`src/rtl/zcr_ste_pkg.sv`:
```
// rtl/zcr_ste_pkg.sv - shared defaults, clog2 helper and FSM encoding for zcr_ste_frame
package zcr_ste_pkg;

  localparam int DEF_DATA_WIDTH   = 16;
  localparam int DEF_FRAME_LEN    = 256;
  localparam int DEF_ENERGY_SHIFT = 8;
  localparam int DEF_ENERGY_WIDTH = 32;

  function automatic int clog2(input int value);
    int r;
    r = 0;
    while ((1 << r) < value) r = r + 1;
    return r;
  endfunction

  localparam int DEF_ACC_WIDTH = 2 * DEF_DATA_WIDTH + clog2(DEF_FRAME_LEN);
  localparam int DEF_ZCR_WIDTH = clog2(DEF_FRAME_LEN) + 1;

  localparam logic [0:0] NO_PREV = 1'b0;
  localparam logic [0:0] ACCUM   = 1'b1;

endpackage

```
`src/rtl/zcr_ste_frame_sq_acc.sv`:
```
// rtl/zcr_ste_frame_sq_acc.sv - square, frame accumulate (load on first), shift and saturate
module sq_acc
  import zcr_ste_pkg::*;
#(
  parameter int DATA_WIDTH   = DEF_DATA_WIDTH,
  parameter int FRAME_LEN    = DEF_FRAME_LEN,
  parameter int ENERGY_SHIFT = DEF_ENERGY_SHIFT,
  parameter int ENERGY_WIDTH = DEF_ENERGY_WIDTH
) (
  input  logic                    clk,
  input  logic                    reset,
  input  logic                    in_valid,
  input  logic                    in_first,
  input  logic [DATA_WIDTH-1:0]   in_data,
  output logic [ENERGY_WIDTH-1:0] energy,
  output logic                    sat
);

  localparam int SQ_W  = 2 * DATA_WIDTH;
  localparam int ACC_W = SQ_W + clog2(FRAME_LEN);

  logic [SQ_W-1:0]  sq_ext;
  logic [SQ_W-1:0]  sq_full;
  logic [SQ_W-1:0]  sq_d, sq_q;
  logic             valid_d, valid_q;
  logic             first_d, first_q;
  logic [ACC_W-1:0] acc_d, acc_q;
  logic [ACC_W-1:0] shifted;

  // Low half of the sign-extended product is the exact signed square (it always fits).
  assign sq_ext  = {{DATA_WIDTH{in_data[DATA_WIDTH-1]}}, in_data};
  assign sq_full = sq_ext * sq_ext;

  always_comb begin
    valid_d = in_valid;
    first_d = first_q;
    sq_d    = sq_q;
    if (in_valid) begin
      first_d = in_first;
      sq_d    = sq_full;
    end
    acc_d = acc_q;
    if (valid_q) begin
      acc_d = first_q ? ACC_W'(sq_q) : acc_q + ACC_W'(sq_q);
    end
  end

  always_ff @(posedge clk or posedge reset) begin
    if (reset) begin
      valid_q <= 1'b0;
      first_q <= 1'b0;
      sq_q    <= '0;
      acc_q   <= '0;
    end else begin
      valid_q <= valid_d;
      first_q <= first_d;
      sq_q    <= sq_d;
      acc_q   <= acc_d;
    end
  end

  assign shifted = acc_q >> ENERGY_SHIFT;

  generate
    if (ACC_W > ENERGY_WIDTH) begin : g_sat
      assign sat    = |shifted[ACC_W-1:ENERGY_WIDTH];
      assign energy = sat ? {ENERGY_WIDTH{1'b1}} : shifted[ENERGY_WIDTH-1:0];
    end else begin : g_nosat
      assign sat    = 1'b0;
      assign energy = ENERGY_WIDTH'(shifted);
    end
  endgenerate

endmodule

```
`src/rtl/zcr_ste_frame.sv`:
```
// rtl/zcr_ste_frame.sv - per-frame zero-crossing count and short-time energy
module zcr_ste_frame
  import zcr_ste_pkg::*;
#(
  parameter int DATA_WIDTH   = DEF_DATA_WIDTH,
  parameter int FRAME_LEN    = DEF_FRAME_LEN,
  parameter int ZCR_WIDTH    = DEF_ZCR_WIDTH,
  parameter int ENERGY_SHIFT = DEF_ENERGY_SHIFT,
  parameter int ENERGY_WIDTH = DEF_ENERGY_WIDTH
) (
  input  logic                    clk,
  input  logic                    reset,
  input  logic [DATA_WIDTH-1:0]   data_in,
  input  logic                    data_valid,
  output logic [ZCR_WIDTH-1:0]    zcr_out,
  output logic [ENERGY_WIDTH-1:0] ste_out,
  output logic                    frame_valid,
  output logic                    overflow
);

  localparam int              CNT_W    = clog2(FRAME_LEN);
  localparam logic [CNT_W-1:0] CNT_LAST = CNT_W'(FRAME_LEN - 1);

  logic [0:0]              state_d, state_q;
  logic                    prev_sign_d, prev_sign_q;
  logic [CNT_W-1:0]        cnt_d, cnt_q;
  logic                    s1_valid_d, s1_valid_q;
  logic                    s1_cross_d, s1_cross_q;
  logic                    s1_first_d, s1_first_q;
  logic                    s1_last_d, s1_last_q;
  logic [ZCR_WIDTH-1:0]    zacc_d, zacc_q;
  logic                    s2_last_d, s2_last_q;
  logic [ZCR_WIDTH-1:0]    zcr_d, zcr_q;
  logic [ENERGY_WIDTH-1:0] ste_d, ste_q;
  logic                    fv_d, fv_q;
  logic                    ovf_d, ovf_q;
  logic                    sign;
  logic                    first_smp;
  logic [ENERGY_WIDTH-1:0] energy;
  logic                    sat;

  assign sign      = data_in[DATA_WIDTH-1];
  assign first_smp = (cnt_q == '0);

  sq_acc #(
    .DATA_WIDTH  (DATA_WIDTH),
    .FRAME_LEN   (FRAME_LEN),
    .ENERGY_SHIFT(ENERGY_SHIFT),
    .ENERGY_WIDTH(ENERGY_WIDTH)
  ) u_sq_acc (
    .clk     (clk),
    .reset   (reset),
    .in_valid(data_valid),
    .in_first(first_smp),
    .in_data (data_in),
    .energy  (energy),
    .sat     (sat)
  );

  always_comb begin
    state_d     = state_q;
    prev_sign_d = prev_sign_q;
    cnt_d       = cnt_q;
    if (data_valid) begin
      state_d     = ACCUM;
      prev_sign_d = sign;
      cnt_d       = (cnt_q == CNT_LAST) ? '0 : cnt_q + 1'b1;
    end

    // Previous sign survives frame boundaries, so a boundary crossing lands in the new frame.
    s1_valid_d = data_valid;
    s1_cross_d = data_valid && (state_q == ACCUM) && (sign != prev_sign_q);
    s1_first_d = first_smp;
    s1_last_d  = data_valid && (cnt_q == CNT_LAST);

    zacc_d = zacc_q;
    if (s1_valid_q) begin
      zacc_d = s1_first_q ? ZCR_WIDTH'(s1_cross_q) : zacc_q + ZCR_WIDTH'(s1_cross_q);
    end
    s2_last_d = s1_last_q;

    fv_d  = s2_last_q;
    zcr_d = s2_last_q ? zacc_q : zcr_q;
    ste_d = s2_last_q ? energy : ste_q;
    ovf_d = ovf_q | (s2_last_q & sat);
  end

  always_ff @(posedge clk or posedge reset) begin
    if (reset) begin
      state_q     <= NO_PREV;
      prev_sign_q <= 1'b0;
      cnt_q       <= '0;
      s1_valid_q  <= 1'b0;
      s1_cross_q  <= 1'b0;
      s1_first_q  <= 1'b0;
      s1_last_q   <= 1'b0;
      zacc_q      <= '0;
      s2_last_q   <= 1'b0;
      zcr_q       <= '0;
      ste_q       <= '0;
      fv_q        <= 1'b0;
      ovf_q       <= 1'b0;
    end else begin
      state_q     <= state_d;
      prev_sign_q <= prev_sign_d;
      cnt_q       <= cnt_d;
      s1_valid_q  <= s1_valid_d;
      s1_cross_q  <= s1_cross_d;
      s1_first_q  <= s1_first_d;
      s1_last_q   <= s1_last_d;
      zacc_q      <= zacc_d;
      s2_last_q   <= s2_last_d;
      zcr_q       <= zcr_d;
      ste_q       <= ste_d;
      fv_q        <= fv_d;
      ovf_q       <= ovf_d;
    end
  end

  assign zcr_out     = zcr_q;
  assign ste_out     = ste_q;
  assign frame_valid = fv_q;
  assign overflow    = ovf_q;

endmodule

```
`config.mk`:
```
export PLATFORM = sky130hd
export DESIGN_NAME = zcr_ste_frame
export DESIGN_NICKNAME = d
export VERILOG_FILES = /design/src/rtl/zcr_ste_pkg.sv /design/src/rtl/zcr_ste_frame_sq_acc.sv /design/src/rtl/zcr_ste_frame.sv
export SDC_FILE = /design/constraint.sdc
export NUM_CORES = 1
export LEC_CHECK = 0
export ABC_CLOCK_PERIOD_IN_PS = 3300
export CAP_MARGIN = 30
export CORE_MARGIN = 2
export CORE_UTILIZATION = 45
export DETAILED_ROUTE_END_ITERATION = 8
export GPL_TIMING_DRIVEN = 0
export PLACE_DENSITY_LB_ADDON = 0.2
export SETUP_SLACK_MARGIN = 0.1
export SYNTH_ARGS = -nofsm -noshare
export SYNTH_HDL_FRONTEND = slang
export SYNTH_HIERARCHICAL = 1
export SYNTH_SLANG_ARGS = --single-unit
```
`constraint.sdc`:
```
create_clock -name clk -period 3.3 [get_ports clk]
set_clock_uncertainty 0.05 [all_clocks]
set_input_delay 0.66 -clock clk [delete_from_list [all_inputs] [get_ports clk]]
set_output_delay 0.66 -clock clk [all_outputs]
set_load 0.05 [all_outputs]
```
==> impl_metrics.py <==
metrics = {
    "layout": {
        "final_layout_size_suffix_gt1_share_pct": 28.1,
        "areaGrowthSynthToFinish_pct": 26.0,
        "antenna_cells": 0,
        "fin_nets": 2298,
        "final_util_pct": 57.3,
    },
    "worst_setup_path": {
        "required_ps": 3540,
        "start_kind": "input port",
        "cp_common_cell": "fa_1",
        "r2r_slack_ps": 270,
        "worstPathMaxFanout": 7,
        "worstPathArrival_ps": 6150,
        "r2r_start": "u_sq_acc/sq_q[0]",
        "timing.rr.end": "u_sq_acc/acc_q[30]",
        "max_stage_delay_ps": 580,
        "worst_path_max_delay_cell": "fa_1",
        "crit_chain": "buf_6, buf_8, buf_6, and2_4, inv_2, fa_1, inv_2, fa_1, inv_2, fa_1, inv_2, fa_1, fa_1, fa_1, ha_4, a21o_1, a21o_1, a21oi_2, o21a_1, o21ai_4, a21bo_2, o31ai_2, xnor2_1, a21oi_1",
        "rr_worst_depth": 11,
        "worstSetupPathType": "input port to flip-flop",
        "endpoint_kind": "flip-flop",
    },
    "yosys": {
        "synth.net_count": 2106,
        "synth_ff_type": "dfrtp_1",
        "synth-edff-count": 0,
        "yosysTopAreaCellShare_pct": 28.2,
        "synthTopCellsByArea": "fa_1 (28%), dfrtp_1 (21%), ha_1 (9.4%), inv_1 (8.1%), mux2_2 (4.8%)",
        "ys_ff_latch": 140,
        "syn_area_per_cell_sq_um": 9.58,
        "synth_area_sq_um": 16600,
        "ys_types": 74,
        "synth_top_cell_by_area": "fa_1",
        "seq_area_frac_synth_pct": 21.2,
        "syn_inst": 1729,
        "yosysWarnings": 6,
        "synthArstFlopShare_pct": 100,
    },
    "job": {
        "drv_cap": 0,
    },
    "detailed_routing": {
        "viasPerCell": 5.12,
        "wl_per_cell_um": 16.9,
        "drc": 0,
        "drtIter0Drc": 469,
        "num_vias": 12305,
        "antenna_left": 0,
        "firstDrtPassIters": 5,
        "wirelength_um": 40600,
    },
    "place": {
        "portBuffers": 60,
        "routabilityCongestion": 0.884,
        "dp_hpwl_um": 31500,
    },
    "sta": {
        "rsz0062_at_grt": "yes",
        "drv_slew": 0,
        "final.setup.tns_ps": -54550,
        "min_period_ps": 5920,
        "fmax_ghz": 0.169,
        "relSlewSlack_pct": 46.3,
        "worst_pin_slew_ps": 806,
        "fin_crit_sh_pct": 179,
        "fin_ws_ps": -2620,
        "hold_viol": 0,
        "finalSetupViolCount": 26,
    },
    "min_path": {
        "min_to": "fv_d",
        "whs_path_depth": 0,
        "min_path_type": "flip-flop to flip-flop",
        "min_from": "s1_last_q",
    },
    "cts": {
        "cts_buffer_depth": 2,
        "htreeDepth": 4,
        "cts_buffers": 17,
        "clk_pin_slew_ps": 60,
        "cts_tree": "built",
        "worstSkewPairLatency_ps": 420,
        "clock_sinks": 140,
        "clock-root-buffer": "clkbuf_16",
    },
    "floorplan": {
        "core_sq_um": 36400,
        "num_rows": 70,
        "dieArea_sq_um": 38300,
        "die_y_um": 196,
        "initial_utilization_pct": 45.4,
        "ios": 62,
        "fp.dieW_um": 196,
    },
    "status": {
        "status": "complete, but fails checks",
        "violations": "negative setup slack",
    },
    "grt": {
        "antenna_found_initial": 0,
        "grt_max_degree": 68,
        "track_usage_pct": 21.8,
        "grt-ovfl-total": 0,
        "grt_pass1_vias": 12917,
        "grt_pass1_wl_um": 66600,
    },
}
-- layout make-up --
cell class / instances / area [sq um]
tap: 468 / 586
clock buffer: 17 / 425
clock inverter: 15 / 186
fill: 3200 / 15600
inverter: 359 / 1360
sequential: 140 / 3500
multi-input combinational: 1145 / 12300
buffer: 83 / 836
timing repair buffer: 175 / 1660
-- flip-flops by register name, summed over array words and instances (netlist names), 8 cells and up --
name and cells:
u_sq_acc/acc_q 40, ste_out 32, u_sq_acc/sq_q 31, zacc_q 9
zcr_out 9, cnt_q 8
-- through the flow --
stage | hold slack, ps | cell area (sq um) | setup WS (ps) | cells
4_1_cts | 311 | 20200 | -2580 | 2365
5_1_grt | 316 | 20900 | -2780 | 2402
2_1_floorplan | 281 | 17200 | -2600 | 1729
3_5_place_dp | 295 | 18400 | -4020 | 2258
6_report | 306 | 20900 | -2620 | 2402
3_3_place_gp | 283 | 18300 | -3940 | 2257
-- cell families after synthesis --
family,synth area share [%]
AOI/OAI and AO/OA,9.75
xor gates and xnor gates,3.86
adders and majority gates,37.6
buffers and inverters,10.9
DFF,21.2
muxes,5.74
other,0.0226
and+or+nand+nor,11.0
-- cell usage in the layout (no fill, tap or decap), types with 12 or more instances in the layout --
cell type        synthesis  routed
inv_1                  357     302
o211ai_1                12      12
mux2i_1                 15      15
nand2_1                127      94
clkbuf_16                0      32
inv_2                    0      50
fa_2                     0      25
a21o_1                  27      27
mux2_2                  71      57
a21oi_2                  2      18
and3_1                  21      19
nand3_1                 20      18
ha_4                     0      31
and2_1                  40      23
nand2_2                  1      25
o21ai_0                 37      29
clkdlybuf4s50_1          0      45
clkbuf_1                43      20
nor2_1                  94      90
xor2_1                  22      18
buf_4                   35     125
fa_1                   233     208
buf_6                    0      25
dfrtp_1                140     140
a21oi_1                 98      80
xnor2_1                 51      45
ha_1                   125      91
mux2_4                   0      14
and2_4                   0      16
-- per-layer routing --
metal  GRT usage, %  wire, um  up-vias  part of all wire (%)
li1               -         -     5849                     -
met1           30.0     18700     6148                    46
met2           36.6     19500      254                    48
met3           2.29      1520       54                   3.7
met4           6.43       851        0                   2.1
met5              0         0        -                     0
-- synth_stat cells, types with 8 or more instances --
cell,n
a21o_1,27
a21oi_1,98
a31o_2,9
and2_1,40
and3_1,21
buf_4,35
clkbuf_1,43
dfrtp_1,140
fa_1,233
ha_1,125
inv_1,357
mux2_2,71
mux2i_1,15
nand2_1,127
nand2b_1,12
nand3_1,20
nand4_1,9
nor2_1,94
nor3_1,9
o211ai_1,12
o21ai_0,37
or3_1,8
xnor2_1,51
xor2_1,22
-- what timing repair did --
item / CTS / global route
pin swaps: 77 / 95
gates resized for setup: 248 / 110
endpoints found under the hold margin: 0 / 0
setup endpoints to repair: 32 / 35
gates cloned: 2 / 0
hold buffers: 0 / 0
setup buffers: 77 / 40
-- worst max-delay path, delay by kind of cell --
kind	cells	cell delay (ps)
AO/OA/AOI/OAI	8	1320
AND/OR/NAND/NOR	1	140
buffers and inverters	7	510
XOR/XNOR	1	170
adder cells (fa/ha/maj)	7	3360
-- how the worst max path moves through the flow --
stage           startpoint           endpoint  slack (ps)  depth (start not counted)
2_1_floorplan  data_in[15]  u_sq_acc/sq_q[28]       -2600                         23
3_3_place_gp   data_in[11]  u_sq_acc/sq_q[28]       -3940                         22
3_5_place_dp    data_in[6]  u_sq_acc/sq_q[28]       -4020                         22
4_1_cts         data_in[4]  u_sq_acc/sq_q[28]       -2580                         24
5_1_grt        data_in[14]  u_sq_acc/sq_q[31]       -2780                         24
6_report       data_in[14]  u_sq_acc/sq_q[31]       -2620                         24
Power is not shown: default switching activity piles up to over one toggle a cycle in this logic, so the estimate is an artifact.
